[config.mk]
export PLATFORM = sky130hd
export DESIGN_NAME = serial_demux8
export DESIGN_NICKNAME = d
export VERILOG_FILES = /design/src/rtl/serial_demux8.sv
export SDC_FILE = /design/constraint.sdc
export NUM_CORES = 1
export LEC_CHECK = 0
export ABC_AREA = 1
export CELL_PAD_IN_SITES_DETAIL_PLACEMENT = 1
export CELL_PAD_IN_SITES_GLOBAL_PLACEMENT = 1
export CORE_UTILIZATION = 34
export DETAILED_ROUTE_END_ITERATION = 10
export PLACE_DENSITY_LB_ADDON = 0.1
export RECOVER_POWER = 100
export SLEW_MARGIN = 20
export SYNTH_ARGS = -nofsm -noshare
export SYNTH_HDL_FRONTEND = slang
export SYNTH_SLANG_ARGS = --single-unit
[constraint.sdc]
create_clock -name clk_i -period 2.35 [get_ports clk_i]
set_clock_uncertainty 0.15 [all_clocks]
set_input_delay 0.47 -clock clk_i [delete_from_list [all_inputs] [get_ports clk_i]]
set_output_delay 0.47 -clock clk_i [all_outputs]
set_load 0.05 [all_outputs]
[src/rtl/serial_demux8.sv]
// serial_demux8: serial-to-parallel deserialiser steering a bit stream into eight
// addressable latches, with valid/ready input pacing, valid/ack frame hand-off,
// a direct addressable-write port and a synchronous clear.
// Optional even-parity beat per frame: define SERIAL_DEMUX8_PARITY_EN.
module serial_demux8 #(
    parameter int FRAME_BITS = 8
) (
    input  logic       clk_i,
    input  logic       rst_i,
    input  logic       ser_data_i,
    input  logic       ser_valid_i,
    output logic       ser_ready_o,
    input  logic       wr_en_i,
    input  logic [2:0] wr_addr_i,
    input  logic       wr_data_i,
    input  logic       clear_i,
    output logic [0:7] q_o,
    output logic       q_valid_o,
    input  logic       q_ack_i,
    output logic [2:0] bit_index_o,
    output logic       parity_err_o
);
`ifdef SERIAL_DEMUX8_PARITY_EN
    typedef enum logic [1:0] {S_IDLE = 2'd0, S_FILL = 2'd1, S_PARITY = 2'd2, S_HOLD = 2'd3} state_t;
    localparam state_t S_AFTER = S_PARITY;
`else
    typedef enum logic [1:0] {S_IDLE = 2'd0, S_FILL = 2'd1, S_HOLD = 2'd3} state_t;
    localparam state_t S_AFTER = S_HOLD;
`endif
    localparam logic [2:0] LAST = 3'(FRAME_BITS - 1);

    state_t     state_q, state_d;
    logic [2:0] idx_q, idx_d;
    logic [0:7] q_q, q_d;
    logic       beat, data_beat;

    assign ser_ready_o = state_q != S_HOLD;
    assign q_valid_o   = state_q == S_HOLD;
    assign bit_index_o = idx_q;
    assign q_o         = q_q;
    assign beat        = ser_valid_i & ser_ready_o;
    assign data_beat   = beat & (state_q == S_IDLE || state_q == S_FILL);

`ifdef SERIAL_DEMUX8_PARITY_EN
    logic par_q, par_d, perr_q, perr_d, par_beat;

    assign par_beat     = beat & (state_q == S_PARITY);
    assign parity_err_o = perr_q;

    // Running XOR of the frame's data bits; the parity beat folds in to give the error flag.
    always_comb begin
        par_d  = par_q;
        perr_d = perr_q;
        if (data_beat) par_d = (state_q == S_IDLE ? 1'b0 : par_q) ^ ser_data_i;
        if (par_beat) perr_d = par_q ^ ser_data_i;
        if (clear_i) begin
            par_d  = 1'b0;
            perr_d = 1'b0;
        end
    end

    // Parity accumulator and held error flag.
    always_ff @(posedge clk_i or posedge rst_i) begin
        if (rst_i) begin
            par_q  <= 1'b0;
            perr_q <= 1'b0;
        end else begin
            par_q  <= par_d;
            perr_q <= perr_d;
        end
    end
`else
    assign parity_err_o = 1'b0;
`endif

    // Next-state: serial beats fill latches, ack releases the hold, direct writes override, clear wins.
    always_comb begin
        state_d = state_q;
        idx_d   = idx_q;
        q_d     = q_q;
        if (data_beat) begin
            q_d[idx_q] = ser_data_i;
            idx_d      = idx_q == LAST ? 3'd0 : idx_q + 3'd1;
            state_d    = idx_q == LAST ? S_AFTER : S_FILL;
        end
`ifdef SERIAL_DEMUX8_PARITY_EN
        if (par_beat) state_d = S_HOLD;
`endif
        if (state_q == S_HOLD && q_ack_i) state_d = S_IDLE;
        if (wr_en_i) q_d[wr_addr_i] = wr_data_i;
        if (clear_i) begin
            state_d = S_IDLE;
            idx_d   = 3'd0;
            q_d     = '0;
        end
    end

    // State, address counter and latch register.
    always_ff @(posedge clk_i or posedge rst_i) begin
        if (rst_i) begin
            state_q <= S_IDLE;
            idx_q   <= 3'd0;
            q_q     <= '0;
        end else begin
            state_q <= state_d;
            idx_q   <= idx_d;
            q_q     <= q_d;
        end
    end
endmodule

==> results of run 1 <==
[per-layer routing]
metal | up-vias | track usage [%] | routed length, microns | share of wire, %
met2 | 24 | 35.4 | 1120 | 49
met4 | 0 | 9.21 | 49 | 2.2
li1 | 460 | - | - | -
met3 | 5 | 2.61 | 79 | 3.5
met5 | - | 0 | 0 | 0
met1 | 430 | 23.3 | 1030 | 45
[cells in the mapped netlist]
cell type and count:
ha_1 2, nor2_1 11, nor2_4 1, clkbuf_1 1, conb_1 1, buf_2 1
a21oi_1 1, buf_4 1, o21ai_1 6, inv_1 20, dfrtp_1 13, nand3_1 23
o21ai_0 7, inv_2 10, nand2_1 31, nand4_1 2, nor2_2 3
[worst reg2reg max path: stages (launching register included)]
cell,delay (ns)
dfrtp_1,0.42
nor2_1,0.50
nand3_1,0.14
nand2_1,0.11
nand3_1,0.06
nand2_1,0.06
inv_1,0.04
[cells by family (layout without fill, tap and decap cells)]
kind of cell / count (synthesis) / count (layout) / share of synthesized area (%)
AOI/OAI and AO/OA: 14 / 14 / 8.07
adders and majority gates: 2 / 2 / 2.88
DFF: 13 / 13 / 37.5
other: 1 / 1 / 0.432
and+or+nand+nor: 71 / 71 / 36.3
buffers and inverters: 33 / 57 / 14.8
[flip-flops by register name, summed over array words and instances, names as in the netlist]
name and cells:
bit_index_o 3, q_o 8, state_q 2
[worst paths after layout]
check                                            from                          to  slack, ns
setup / recovery           bit_index_o[0]$_DFFE_PP0P_              bit_index_o[0]       0.13
hold / removal                 state_q[0]$_DFFE_PP0P_      state_q[0]$_DFFE_PP0P_       0.37
setup reg to reg               state_q[1]$_DFFE_PP0P_            q_o[1]$_DFF_PP0_       0.78
hold reg to reg                state_q[0]$_DFFE_PP0P_      state_q[0]$_DFFE_PP0P_       0.37
max in group asynchronous                       rst_i            q_o[0]$_DFF_PP0_       1.22
min in group asynchronous                       rst_i  bit_index_o[2]$_DFFE_PP0P_       0.48
[power by group through the flow]
stage,sequential (W),combinational (W),clock [W]
finish,0.000244,0.000147,0.000151
global route,0.000246,0.000162,0.000166
CTS,0.000245,0.000153,0.000152
detailed placement,0.000249,0.000153,0
global placement,0.000248,0.000149,0
floorplan,0.000282,0.0000635,0
[cell type report]
class / instances / area [sq um]
Inverter: 30 / 113
Clock buffer: 4 / 26.3
Multi-Input combinational cell: 88 / 404
Timing Repair Buffer: 23 / 224
Tap cell: 28 / 35.0
Fill cell: 317 / 1190
Sequential cell: 13 / 325
[per-stage QoR]
| stage | hold slack, ns | instance area [sq um] | setup WS, ns | power (W) |
|---|---|---|---|---|
| final | 0.374 | 1130 | 0.127 | 0.000541 |
| after global routing | 0.417 | 1130 | 0.0209 | 0.000574 |
| after CTS | 0.384 | 1140 | 0.0964 | 0.000550 |
| after detailed placement | 0.364 | 1110 | 0.411 | 0.000402 |
| after global placement | 0.358 | 1110 | 0.424 | 0.000398 |
| after floorplan | 0.197 | 868 | 0.523 | 0.000345 |
==> metrics.yaml, run 1 <==
dieArea_sq_um: 2760
antenna_cells: 0
wl_per_cell_microns: 12.2
cts.repair.resized: 0
drt-initial-drc-count: 7
hold_buffers: 0
first_global_vias: 930
clock_path_buffers: 2
grt_use_total_pct: 19.9
vias_per_cell: 4.94
netSwitchingFraction_pct: 35.5
ys_types: 17
cap_violations: 0
syn_nets: 147
p_comb_share_pct: 27.1
p_leak_nw: 0.638
ys_ff_latch: 13
layout_common_cells: "31 x nand2_1, 23 x nand3_1, 20 x inv_1, 13 x nor2_1, 13 x dfrtp_1"
clkLatencyLatePin_ns: 0.29
p_switching_w: 0.000192
critPathTopFamily: "buffers and inverters"
critPathLaunchType: "flop"
critPathSlowestCell: "clkdlybuf4s50_1"
slew_violations: 0
crit_fanout: 6
place_congestion: 0.774
drc: 0
tightestPinTransition_ns: 0.607
endpoint_kind: "primary output"
yosysWarnings: 0
dr.pass1.iters: 4
crit_type: "flop to primary output"
netlist.area_leader.share_pct: 37.5
cts-root-buf: "clkbuf_4"
post_cts_buffers: 0
max_clock_freq_mhz: 450
hold_depth: 2
route.vias.total: 919
portBuffers: 23
syn_avg_cell_area_sq_um: 6.48
crit_buf_inv: 1
syn_inst: 134
required_ns: 1.73
ir_worst_vdd_mv: 0.188
power_frac_seq_pct: 45.1
hold_viol: 0
grt-ovfl-total: 0
die_width_microns: 52.5
worstPathArrival_ns: 1.60
cp.depth: 1
relSlewSlack_pct: 59.4
outcome: "finished clean"
cts_tree: "built"
core-area_sq_um: 2320
detailed_place_hpwl_mm: 1.81
nNetsFinal: 172
mappedNetlistArea_sq_um: 868
rows: 17
critical_path.cell_chain: "clkdlybuf4s50_1"
internal-power_w: 0.000349
clkPwrFrac_pct: 27.8
grt_start_max_net_pins: 14
period_minus_slack_ns: 2.22
rsz0062_at_grt: "false"
htreeDepth: 1
antenna_found_initial: 0
setup_viol: 0
ant_nets: 0
yosys-top-cells-area: "dfrtp_1 37%, nand2_1 13%, nand3_1 13%"
ff2ff_path_depth: 6
place_inst: 182
cts_made_buffers: 3
clk_pin_slew_ns: 0.09
area_growth_syn_to_layout_pct: 29.8
start_util_pct: 37.5
hold_class: "flop to flop"
final_common_cell: "nand2_1"
finalSetupTns_ns: 0
io_pins: 25
die_h_microns: 52.5
fin_crit_sh_pct: 94.6
drive_gt1_share_pct: 8.86
finish.utilization_pct: 48.6
stdcell_count: 186
yosysTopAreaCell: "dfrtp_1"
p_per_area_nw_per_um2: 480
ys_seq_area_share_pct: 37.5
critPathMaxStageDelay_ns: 0.84
grt_pass1_wl_mm: 3.94
wirelength_mm: 2.27
clock_sinks: 13
(Power assumes the default switching activity.)
==> run 2: changes to the inputs <==
--- a/config.mk
+++ b/config.mk
@@ -10,6 +10,7 @@
 export CELL_PAD_IN_SITES_GLOBAL_PLACEMENT = 1
 export CORE_UTILIZATION = 34
 export DETAILED_ROUTE_END_ITERATION = 10
+export GPL_TIMING_DRIVEN = 0
 export PLACE_DENSITY_LB_ADDON = 0.1
 export RECOVER_POWER = 100
 export SLEW_MARGIN = 20
==> run 2 against run 1 <==
Critical path depth unchanged. Die area stayed put. First-iteration DRC count is the same. Sequential cell count stayed put. Worst setup slack lost 0.032 ns. Sequential share of layout area down 0.19 points. Worst hold slack better by 0.0060 ns. Design area increased by 0.67%. Largest cell class unchanged.
==> metrics.yaml, run 2 (synthesized netlist as in run 1, its figures left out) <==
htreeDepth: 1  # unchanged
vias_per_cell: 5.01  # was 4.94
first_global_vias: 905  # was 930
portBuffers: 22  # was 23
post_cts_buffers: 0  # unchanged
clock_path_buffers: 2  # unchanged
rows: 17  # unchanged
outcome: "finished clean"  # unchanged
crit_type: "flop to primary output"  # unchanged
io_pins: 25  # unchanged
ant_nets: 0  # unchanged
critPathSlowestCell: "clkdlybuf4s50_1"  # unchanged
antenna_cells: 0  # unchanged
critPathTopFamily: "buffers and inverters"  # unchanged
p_per_area_nw_per_um2: 481  # was 480 nW/um^2
grt-ovfl-total: 0  # unchanged
largest_reg_flops: 8  # unchanged
p_leak_nw: 0.647  # was 0.638 nW
place_congestion: 0.780  # was 0.774
cap_violations: 0  # unchanged
drive_gt1_share_pct: 10.6  # was 8.86%
die_h_microns: 52.5  # unchanged
hold_viol: 0  # unchanged
min-delay-start: "state_q[0]$_DFFE_PP0P_"  # unchanged
endpoint_kind: "primary output"  # unchanged
die_width_microns: 52.5  # unchanged
cts_made_buffers: 3  # unchanged
drt-initial-drc-count: 7  # unchanged
crit_fanout: 7  # was 6
tightestPinTransition_ns: 0.606  # was 0.607 ns
finalSetupTns_ns: 0  # unchanged
grt_start_max_net_pins: 14  # unchanged
route.vias.total: 942  # was 919
cts-root-buf: "clkbuf_4"  # unchanged
crit_buf_inv: 1  # unchanged
nNetsFinal: 174  # was 172
period_minus_slack_ns: 2.25  # was 2.22 ns
dr.pass1.iters: 4  # unchanged
relSlewSlack_pct: 59.4  # about the same
placed_cell_area_sq_um: 1120  # was 1110 sq um
power_w: 0.000546  # was 0.000541 W
grt_pass1_wl_mm: 3.97  # was 3.94 mm
drc: 0  # unchanged
worstPathArrival_ns: 1.63  # was 1.60 ns
critical_path.cell_chain: "clkdlybuf4s50_1"  # unchanged
required_ns: 1.73  # about the same
slew_violations: 0  # unchanged
core-area_sq_um: 2320  # unchanged
start_util_pct: 37.5  # unchanged
wl_per_cell_microns: 12.6  # was 12.2 microns
ir_worst_vdd_mv: 0.223  # was 0.188 mV
detailed_place_hpwl_mm: 1.87  # was 1.81 mm
grt_use_total_pct: 20.3  # was 19.9%
critPathMaxStageDelay_ns: 0.85  # was 0.84 ns
startpoint: "bit_index_o[1]$_DFFE_PP0P_"  # was bit_index_o[0]$_DFFE_PP0P_
hold_buffers: 0  # unchanged
final_common_cell: "nand2_1"  # unchanged
critPathLaunchType: "flop"  # unchanged
layout_common_cells: "31 x nand2_1, 23 x nand3_1, 20 x inv_1, 13 x nor2_1, 13 x dfrtp_1"  # unchanged
fin_crit_sh_pct: 95.9  # was 94.6%
clk_pin_slew_ns: 0.10  # was 0.09 ns
area_growth_syn_to_layout_pct: 30.7  # was 29.8%
dieArea_sq_um: 2760  # unchanged
max_clock_freq_mhz: 444  # was 450 MHz
r2r-start: "state_q[1]$_DFFE_PP0P_"  # unchanged
hold_class: "flop to flop"  # unchanged
wirelength_mm: 2.37  # was 2.27 mm
setup_viol: 0  # unchanged
rsz0062_at_grt: "false"  # unchanged
fillers: 328  # was 317
clkLatencyLatePin_ns: 0.29  # about the same
final_area_sq_um: 1130  # about the same
antenna_found_initial: 0  # unchanged
cts_tree: "built"  # unchanged
clock_sinks: 13  # unchanged
## run 2: changes by cell type in the layout (fill, tap and decap cells not counted), sizes merged
cell           delta
clkinv            +1
clkdlybuf4s50     -1
buf               +2
## run 2: per-stage QoR
| step | hold slack (ns) | util, % | instances | setup WS, ns |
|---|---|---|---|---|
| after floorplan | 0.197 | - | 134 | 0.523 |
| after global placement | 0.352 | 48.5 | 184 | 0.364 |
| after detailed placement | 0.366 | 48.5 | 184 | 0.347 |
| after CTS | 0.386 | 49.6 | 188 | 0.0279 |
| after global routing | 0.416 | 48.9 | 188 | 0.0327 |
| final | 0.380 | 48.9 | 188 | 0.0954 |
## run 2: layout make-up
type	count	area [sq um]	share of cell area [%]
flip-flops and latches	13	325	28.7
inverters	30	113	9.92
repair buffers	22	214	18.9
plain buffers	3	16.3	1.43
multi-input cells	88	404	35.6
clock buffers	3	22.5	1.98
well taps	28	35.0	3.09
clock inverters	1	5.00	0.441
## run 2: layer usage
metal	wire, microns	vias up	GRT usage (%)
met5	0	-	0
met4	42	0	7.89
met3	65	5	1.74
met2	1220	22	38.4
met1	1040	449	23.0
li1	-	466	-
## run 2: timing repair
action	CTS	global route
resized for setup	0	1
setup endpoints to repair	0	1
endpoints found under the hold margin	0	0
## run 2: where the power goes
part / switching, W / internal (W)
sequential: 0.0000100 / 0.000234
combinational: 0.0000991 / 0.0000491
clock: 0.0000904 / 0.0000633
## run 2: worst paths after layout
kind	end	slack, ns	cells past startpoint
max	bit_index_o[1]	0.1	1
min	state_q[0]$_DFFE_PP0P_	0.38	2
max reg2reg	q_o[4]$_DFF_PP0_	0.78	6
min reg2reg	state_q[0]$_DFFE_PP0P_	0.38	2
max in group asynchronous	state_q[1]$_DFFE_PP0P_	1.20	2
min in group asynchronous	q_o[6]$_DFF_PP0_	0.49	2
==> run 3: changes to the inputs <==
--- a/config.mk
+++ b/config.mk
@@ -6,6 +6,7 @@
 export NUM_CORES = 1
 export LEC_CHECK = 0
 export ABC_AREA = 1
+export CAP_MARGIN = 20
 export CELL_PAD_IN_SITES_DETAIL_PLACEMENT = 1
 export CELL_PAD_IN_SITES_GLOBAL_PLACEMENT = 1
 export CORE_UTILIZATION = 34
==> results of run 3 <==
Final layout, timing and power as in run 2 (identical DEF).
